File: config.mk
export PLATFORM = sky130hd
export DESIGN_NAME = dmx_stream
export DESIGN_NICKNAME = d
export VERILOG_FILES = /design/src/rtl/dmx_pkg.sv /design/src/rtl/dmx_slot.sv /design/src/rtl/dmx_stream.sv
export SDC_FILE = /design/constraint.sdc
export NUM_CORES = 1
export LEC_CHECK = 0
export BUFFER_PORTS_ARGS = -buffer_cell sky130_fd_sc_hd__buf_2
export CORE_MARGIN = 2
export CORE_UTILIZATION = 52
export CTS_CLUSTER_SIZE = 24
export DETAILED_ROUTE_END_ITERATION = 10
export PLACE_DENSITY = 0.8
export SYNTH_ARGS = -nofsm -noshare
export SYNTH_HDL_FRONTEND = slang
export SYNTH_SLANG_ARGS = --single-unit
File: constraint.sdc
create_clock -name clk -period 2.7 [get_ports clk]
set_clock_uncertainty 0.05 [all_clocks]
set_input_delay 0 -clock clk [delete_from_list [all_inputs] [get_ports clk]]
set_output_delay 0 -clock clk [all_outputs]
set_load 0.02 [all_outputs]
File: src/rtl/dmx_pkg.sv
// Shared constants for the dmx_stream demultiplexer.
// Mode encodings and drop-counter sizing.
package dmx_pkg;

  localparam logic DMX_MODE_ADDR = 1'b0;
  localparam logic DMX_MODE_SCAN = 1'b1;

  localparam int DMX_CNT_W = 8;
  localparam logic [DMX_CNT_W-1:0] DMX_CNT_MAX = '1;

endpackage

File: src/rtl/dmx_slot.sv
// One-entry output slot: load wins over drain, so back-to-back
// words flow without a bubble; data reads zero whenever empty.
module dmx_slot
  import dmx_pkg::*;
#(
  parameter int DATA_W = 8
) (
  input  logic              clk,
  input  logic              rst,
  input  logic              load,
  input  logic              drain,
  input  logic [DATA_W-1:0] d,
  output logic              valid,
  output logic [DATA_W-1:0] q
);

  always_ff @(posedge clk or posedge rst) begin
    if (rst) begin
      valid <= 1'b0;
      q     <= '0;
    end else if (load) begin
      valid <= 1'b1;
      q     <= d;
    end else if (valid && drain) begin
      valid <= 1'b0;
      q     <= '0;
    end
  end

endmodule

File: src/rtl/dmx_stream.sv
// Registered valid/ready stream demux, one slot per channel.
// Optional saturating drop counter: define DMX_DROP_CNT_EN.
module dmx_stream
  import dmx_pkg::*;
#(
  parameter int DATA_W = 8,
  parameter int CH_N   = 8,
  parameter int ADDR_W = $clog2(CH_N)
) (
  input  logic                   clk,
  input  logic                   rst,
  input  logic                   mode,
  input  logic                   in_valid,
  output logic                   in_ready,
  input  logic [ADDR_W-1:0]      in_addr,
  input  logic [DATA_W-1:0]      in_data,
  output logic [CH_N-1:0]        out_valid,
  input  logic [CH_N-1:0]        out_ready,
  output logic [CH_N*DATA_W-1:0] out_data,
  output logic                   err_addr,
`ifdef DMX_DROP_CNT_EN
  output logic [DMX_CNT_W-1:0]   drop_cnt,
`endif
  output logic [ADDR_W-1:0]      scan_ptr
);

  localparam int CH_P = 1 << ADDR_W;
  localparam logic [ADDR_W-1:0] PTR_LAST = ADDR_W'(CH_N - 1);

  logic [ADDR_W-1:0] sel;
  logic              sel_ok;
  logic [CH_P-1:0]   vpad;
  logic [CH_P-1:0]   rpad;
  logic              acc;
  logic [CH_N-1:0]   load;

  assign sel    = (mode == DMX_MODE_SCAN) ? scan_ptr : in_addr;
  assign sel_ok = int'(sel) < CH_N;

  // Pad to a power of two so an out-of-range sel never indexes past the end.
  assign vpad = CH_P'(out_valid);
  assign rpad = CH_P'(out_ready);

  assign in_ready = !sel_ok || !vpad[sel] || rpad[sel];
  assign acc      = in_valid && in_ready;

  for (genvar k = 0; k < CH_N; k++) begin : g_ch
    assign load[k] = acc && sel_ok && (int'(sel) == k);

    dmx_slot #(
      .DATA_W(DATA_W)
    ) u_slot (
      .clk  (clk),
      .rst  (rst),
      .load (load[k]),
      .drain(out_ready[k]),
      .d    (in_data),
      .valid(out_valid[k]),
      .q    (out_data[k*DATA_W +: DATA_W])
    );
  end

  always_ff @(posedge clk or posedge rst) begin
    if (rst) begin
      scan_ptr <= '0;
      err_addr <= 1'b0;
    end else begin
      err_addr <= acc && !sel_ok;
      if (mode == DMX_MODE_ADDR) begin
        scan_ptr <= '0;
      end else if (acc) begin
        scan_ptr <= (scan_ptr == PTR_LAST) ? '0 : scan_ptr + ADDR_W'(1);
      end
    end
  end

`ifdef DMX_DROP_CNT_EN
  always_ff @(posedge clk or posedge rst) begin
    if (rst) begin
      drop_cnt <= '0;
    end else if (err_addr && drop_cnt != DMX_CNT_MAX) begin
      drop_cnt <= drop_cnt + 1'b1;
    end
  end
`endif

endmodule

==> out/metrics.sh, run 1 <==
PORT_BUFFERS=98
WORSTSKEWPAIRLATENCY_PS=350
OVERFLOW=0
CTS_MAX_LEVEL=3
NETLIST_AREA_BEFORE_PLACEMENT_SQ_UM=3530
MAX_FREQ_MHz=408
PLACED_CELLS=512
CTS-ROOT-TO-SINK-BUFFERS=2
SYNTH_TOP_CELL_BY_AREA='dfrtp_1'
CAP_VIOL_MAX_COUNT=0
DPL.HPWL_MM=6.41
TOTAL_COUNT_OF_HOLD_CHECK_FAILURES_IN_THE_FINAL_REPORT=0
FINALWEIGHTEDCONGESTION=0.873
WORST_MIN_PATH_CLASS='primary input to flop'
POST_SYNTH_NUM_CELL_TYPES=34
CTS_TREE='built'
CTS_ROOT_BUF='clkbuf_8'
TIMING.CRITICAL_PATH.ARRIVAL_PS=2610
IOPINCOUNT=100
AREA_GROWTH_FROM_SYNTHESIS_TO_LAYOUT_PCT=24.9
GLOBAL_ROUTE_WIRE_LENGTH_BEFORE_REPAIR_MM=15.0
TOP_CELLS_BY_AREA_IN_THE_SYNTHESIZED_NETLIST='dfrtp_1, mux2i_1, nand2_1'
SYNTH_TOP_AREA_SHARE=0.532
CHIP_HEIGHT_MICRONS=86.4
COUNT_OF_ROUTING_VIOLATIONS_AFTER_THE_OPENING_DETAILED_ROUTE_ITERATION=234
FILLER_CELL_COUNT=539
WORST-PATH-MAX-FANOUT=19
POST_SYNTH_INST_COUNT=354
GRT_PASS1_VIAS=2977
ROUTE.DETAILED.VIAS_PER_INST=5.51
AREA.SEQUENTIAL_SQ_UM=1880
WORSTSETUPSTARTPOINTTYPE='primary input'
SYNTH_COMMON_CELLS='nand2_1, dfrtp_1, mux2i_1'
END_KIND='flop'
POST_CTS_BUFFERS=0
CORE_AREA_SQ_UM=6680
RUN_STATUS='finished, final reports clean'
CP.REQUIRED_PS=2860
SYNTH_FLOP_CELL='dfrtp_1'
CTS_MADE_BUFFERS=9
POSTROUTEWIRELENGTH_MM=9.28
PLACEMENT_ROWS=30
ANTENNA_CELLS_INSERTED=0
IR_WORST_VDD_V=0.000531
TOTAL_NETS_AFTER_SYNTHESIS=379
DRT_PRE_ANTENNA_ITERS=5
AREA_OF_COMBINATIONAL_CELLS_WITH_MULTIPLE_INPUTS_SQ_UM=1390
ASYNCSETRESETFLOPFRACSYNTH=1.00
GRT_MAX_DEGREE=41
P_PER_AREA_nW_PER_UM2=835
LAYOUT-DRIVE-GT1-SHARE=0.281
FIN_CRIT_SH=0.907
FP.DIEAREA_SQ_UM=7460
ANTENNA_VIOLATING_NETS_LEFT=0
CLKSLEWWORSTSETUPHOLDPATHS_PS=70
ROUTEDWLPERCELL_MICRONS=17.0
SYNTH_EDF_COUNT=0
SYN-MEAN-INSTANCE-AREA_SQ_UM=9.97
SETUP.WORST_PATH.CLASS='primary input to flop'
SETUP_VIOL_COUNT_FINAL=0
YOSYS_REGISTER_BITS=75
FINALNONFILLERCELLS=546
FLOORPLAN.DIE.WIDTH_MICRONS=86.4
FINALWORSTPATHREQUIREDPERIOD_PS=2450
START_UTIL=0.528
MAX_SLEW.WORST_PIN.SLEW_PS=821
CLOCK_SINKS=75
GLOBAL_ROUTE.USAGE.TOTAL=0.263
FINISH.NET_COUNT=486
YOSYSSEQAREASHARE=0.532
RELSLEWSLACK=0.452
SETUP_TNS_PS=0
RSZ0062_AT_GRT='no'
DRT_DRC_VIOLATIONS_LEFT=0
SYNTH.MOST_COMMON_CELL='nand2_1'
GRT_ANTENNA_BEFORE_REPAIR=0
ROUTE.VIAS.TOTAL=3009
LEAKAGEPOWER_nW=2.30
SYNTH-WARNING-COUNT=0
SLEW_VIOL_FINAL=0
-- where the power goes --
group / leakage, nW / switching [mW] / internal, mW
clock network: 0.110 / 0.433 / 0.551
registers: 0.981 / 0.167 / 1.40
logic: 1.21 / 0.744 / 0.389
-- timing repair --
item,4_1_cts,5_1_grt
hold buffers,18,0
endpoints found under the hold margin,78,0
resized for setup,0,0
-- critical path, cell delays in order --
cell           delay [ps]
dlygate4sd3_1         540
buf_2                 220
o21ai_2               690
nand2_1               220
a41oi_2               320
and2_0                430
o21ai_0               170
-- per-layer routing --
metal | GRT usage | wire [microns] | up-vias
li1 | - | - | 1398
met1 | 0.366 | 4020 | 1491
met2 | 0.408 | 4560 | 101
met3 | 0.0476 | 536 | 19
met4 | 0.112 | 175 | 0
met5 | 0 | 0 | -
-- worst paths after layout --
kind	slack (ps)	start	to	cells past startpoint
max in group asynchronous	1640	rst	scan_ptr[1]$_DFFE_PP0P_	4
worst max register to register	300	scan_ptr[0]$_DFFE_PP0P_	g_ch[7].u_slot.q[0]$_DFFE_PP0P_	6
worst min register to register	480	g_ch[2].u_slot.q[7]$_DFFE_PP0P_	g_ch[2].u_slot.q[7]$_DFFE_PP0P_	2
min in group asynchronous	270	rst	g_ch[7].u_slot.q[3]$_DFFE_PP0P_	3
worst min-delay path	30	in_valid	scan_ptr[2]$_DFFE_PP0P_	3
worst max-delay path	250	mode	g_ch[7].u_slot.q[0]$_DFFE_PP0P_	7
-- final cells by class --
cell class,instances,share of cell area
clock inverter,5,0.0193
tap,80,0.0227
inverter,20,0.0170
clock buffer,11,0.0321
sequential,75,0.426
multi-input combinational,231,0.314
timing repair buffer,124,0.169
-- sequential cells by signal (all words and copies together) (netlist names) --
signal             count
scan_ptr               3
g_ch.u_slot.q         64
g_ch.u_slot.valid      8
-- cell families (layout without fill, tap and decap cells) --
| family | Yosys count | after routing | share of synthesized area |
|---|---|---|---|
| mux | 41 | 41 | 0.123 |
| buf+inv | 48 | 160 | 0.0755 |
| other cells | 1 | 1 | 0.00106 |
| flops | 75 | 75 | 0.532 |
| compound gates | 53 | 53 | 0.0922 |
| simple gates | 134 | 134 | 0.169 |
| fa+ha+maj | 2 | 2 | 0.00709 |
-- stage by stage --
| step | power [mW] | setup WS (ps) | utilization | hold slack [ps] | area, sq um |
|---|---|---|---|---|---|
| 6_report | 3.68 | 252 | 0.660 | 33.8 | 4410 |
| 5_1_grt | 3.88 | 95.4 | 0.660 | 61.2 | 4410 |
| 4_1_cts | 3.69 | 320 | 0.660 | 24.2 | 4410 |
| 3_5_place_dp | 2.69 | 353 | 0.599 | 129 | 4000 |
| 3_3_place_gp | 2.65 | 447 | 0.599 | 127 | 4000 |
| 2_1_floorplan | 2.28 | 426 | - | 88.5 | 3530 |
-- placed cells by master, fill, tap and decap left out, types with 2 or more instances in the layout --
cell type,n
mux4_2,2
ha_1,2
inv_1,18
bufinv_16,2
buf_4,7
nand3_1,36
clkbuf_8,10
o21a_1,2
a21o_1,8
mux2i_1,39
dlygate4sd3_1,18
dfrtp_1,75
nor3_1,2
buf_2,98
and2_1,4
nand4_1,2
o21ai_0,35
a41oi_2,2
nand2_1,80
inv_2,2
a21oi_1,2
and3_1,3
Note: power is estimated with default switching activity, not from simulation.
==> run 2: changes to the inputs <==
==> constraint.sdc (replaced) <==
create_clock -name clk -period 2.7 [get_ports clk]
set_clock_uncertainty 0.05 [all_clocks]
set_input_delay 0.135 -clock clk [delete_from_list [all_inputs] [get_ports clk]]
set_output_delay 0.135 -clock clk [all_outputs]
set_load 0.02 [all_outputs]
==> run 2 against run 1 <==
  * Design area fell by 4.0%
  * Sequential power barely moved
  * Worst hold slack improved by 13 ps
  * Wire length fell by 3.5%
  * Critical path type is now flop to flop
  * Critical endpoint is now g_ch[0].u_slot.q[0]$_DFFE_PP0P_
==> out/metrics.sh, run 2 (synthesis results as in run 1) <==
WORST_R2R_STARTPOINT='scan_ptr[0]$_DFFE_PP0P_'
DP_WORST_SETUP_SLACK_PS=320
COUNT_OF_ROUTING_VIOLATIONS_AFTER_THE_OPENING_DETAILED_ROUTE_ITERATION=293
MAX_FREQ_MHz=421
FINALWORSTPATHREQUIREDPERIOD_PS=2380
AREA_OF_COMBINATIONAL_CELLS_WITH_MULTIPLE_INPUTS_SQ_UM=1390
TIMING.REG2REG.SETUP_SLACK_PS=320
WORST_HOLD_LAUNCH='out_ready[7]'
ROUTE.VIAS.TOTAL=2923
CRIT_SLOWEST_CELL='mux4_2'
ANTENNA_CELLS_INSERTED=0
LARGEST_REGISTER_FF_COUNT=64
ROUTEDWLPERCELL_MICRONS=17.0
P_PER_AREA_nW_PER_UM2=854
SETUP.WORST_PATH.START='scan_ptr[0]$_DFFE_PP0P_'
FF2FF_PATH_DEPTH=7
SETUP.WORST_PATH.CLASS='flop to flop'
SETUP_VIOL_COUNT_FINAL=0
GRT_PASS1_VIAS=2958
END_KIND='flop'
REG_TOP3='g_ch.u_slot.q: 64 flops, g_ch.u_slot.valid: 8 flops, scan_ptr: 3 flops'
GRT_MAX_DEGREE=41
ANTENNA_VIOLATING_NETS_LEFT=0
RUN_STATUS='finished, final reports clean'
FP.DIEAREA_SQ_UM=7460
CTS_MADE_BUFFERS=9
POST_CTS_BUFFERS=0
MAXIMUM_SINGLE_STAGE_DELAY_ON_THE_CRITICAL_PATH_PS=530
CHIP_HEIGHT_MICRONS=86.4
FILLER_CELL_COUNT=565
CAP_VIOL_MAX_COUNT=0
CTS_HOLD_BUF=1
FIN_CRIT_SH=0.880
IOPINCOUNT=100
DPL.HPWL_MM=6.46
PLACEMENT_ROWS=30
SETUP_TNS_PS=0
LAYOUT-DRIVE-GT1-SHARE=0.292
SETUP_WS_PS=323
OVERFLOW=0
POWER_mW=3.61
GRT_ANTENNA_BEFORE_REPAIR=0
MAX_SLEW.WORST_PIN.SLEW_PS=777
CTS_MAX_LEVEL=3
IR_WORST_VDD_V=0.000451
WORSTREG2REGEND='g_ch[0].u_slot.q[0]$_DFFE_PP0P_'
AREA_GROWTH_FROM_SYNTHESIS_TO_LAYOUT_PCT=19.9
CTS.REPAIR.RESIZED=0
START_UTIL=0.528
LEAKAGEPOWER_nW=2.23
DRT_DRC_VIOLATIONS_LEFT=0
WORST-PATH-MAX-FANOUT=9
RELSLEWSLACK=0.481
FINISH.NET_COUNT=470
FINALWEIGHTEDCONGESTION=0.869
POSTROUTEWIRELENGTH_MM=8.96
CP.REQUIRED_PS=2910
RSZ0062_AT_GRT='no'
PORT_BUFFERS=98
WORSTSKEWPAIRLATENCY_PS=340
CRIT_PATH_CELL_TRACE='nand2_2 > o21a_1 > mux4_2 > a41oi_2 > and3_1 > buf_4 > mux2i_1'
AREA.SEQUENTIAL_SQ_UM=1880
CTS_ROOT_BUF='clkbuf_8'
CORE_AREA_SQ_UM=6680
DRT_PRE_ANTENNA_ITERS=5
SLEW_VIOL_FINAL=0
CTS-ROOT-TO-SINK-BUFFERS=2
WORST_MIN_PATH_CLASS='primary input to flop'
FLOORPLAN.DIE.WIDTH_MICRONS=86.4
CLOCK_SINKS=75
CRIT_PATH_END='g_ch[0].u_slot.q[0]$_DFFE_PP0P_'
WORSTSETUPSTARTPOINTTYPE='flop'
TIMING.CRITICAL_PATH.ARRIVAL_PS=2590
MIN_HOLD_SLACK_PS=46.7
LEADING_CELL_TYPE_IN_THE_LAYOUT_FILL_AND_TAPS_EXCLUDED='buf_2'
CLKSLEWWORSTSETUPHOLDPATHS_PS=70
GLOBAL_ROUTE.USAGE.TOTAL=0.251
MOST_FLOPS_REGISTER='g_ch.u_slot.q'
ROUTE.DETAILED.VIAS_PER_INST=5.54
GLOBAL_ROUTE_WIRE_LENGTH_BEFORE_REPAIR_MM=14.5
TOTAL_COUNT_OF_HOLD_CHECK_FAILURES_IN_THE_FINAL_REPORT=0
CTS_TREE='built'
FINAL_CELL_MIX='buf_2, nand2_1, dfrtp_1'
==> run 2: cell count changes in the layout (fill, tap and decap cells not counted), sizes merged <==
cell and delta:
inv -1, clkbuf -1, buf +1, dlygate4sd3 -17
==> run 2: per-stage QoR <==
| step | instance area, sq um | cells | util |
|---|---|---|---|
| 2_1_floorplan | 3530 | 354 | - |
| 3_3_place_gp | 4010 | 513 | 0.600 |
| 3_5_place_dp | 4010 | 513 | 0.600 |
| 4_1_cts | 4230 | 528 | 0.633 |
| 5_1_grt | 4230 | 528 | 0.633 |
| 6_report | 4230 | 528 | 0.633 |
==> run 2: cell type report <==
type | count | area share
sequential | 75 | 0.444
multi-input combinational | 231 | 0.327
timing repair buffer | 108 | 0.137
clock buffer | 10 | 0.0325
tap | 80 | 0.0237
clock inverter | 4 | 0.0180
inverter | 20 | 0.0177
==> run 2: worst min-delay path by stage <==
stage / to / cells after the start
floorplan: g_ch[2].u_slot.q[0]$_DFFE_PP0P_ / 2
global placement: g_ch[7].u_slot.q[4]$_DFFE_PP0P_ / 2
detailed placement: g_ch[7].u_slot.q[4]$_DFFE_PP0P_ / 2
CTS: g_ch[7].u_slot.valid$_DFFE_PP0P_ / 3
global route: g_ch[6].u_slot.q[0]$_DFFE_PP0P_ / 3
finish: g_ch[7].u_slot.valid$_DFFE_PP0P_ / 3
==> run 2: critical path: cells and delay by family, from the launching register on <==
kind / cells / cell delay (ps)
AO/OA/AOI/OAI: 2 / 500
multiplexers: 2 / 740
AND/OR/NAND/NOR: 2 / 340
flip-flops: 1 / 460
buffers and inverters: 1 / 200
==> run 2: power breakdown <==
part / switching [mW] / internal, mW
clock: 0.408 / 0.537
sequential: 0.165 / 1.40
combinational: 0.736 / 0.374
total: 1.31 / 2.31
==> run 2: layer usage <==
layer / vias to the layer above / global-route usage / routed length, microns
li1: 1358 / - / -
met1: 1424 / 0.347 / 3890
met2: 124 / 0.397 / 4350
met3: 17 / 0.0552 / 564
met4: 0 / 0.0824 / 157
met5: - / 0 / 0
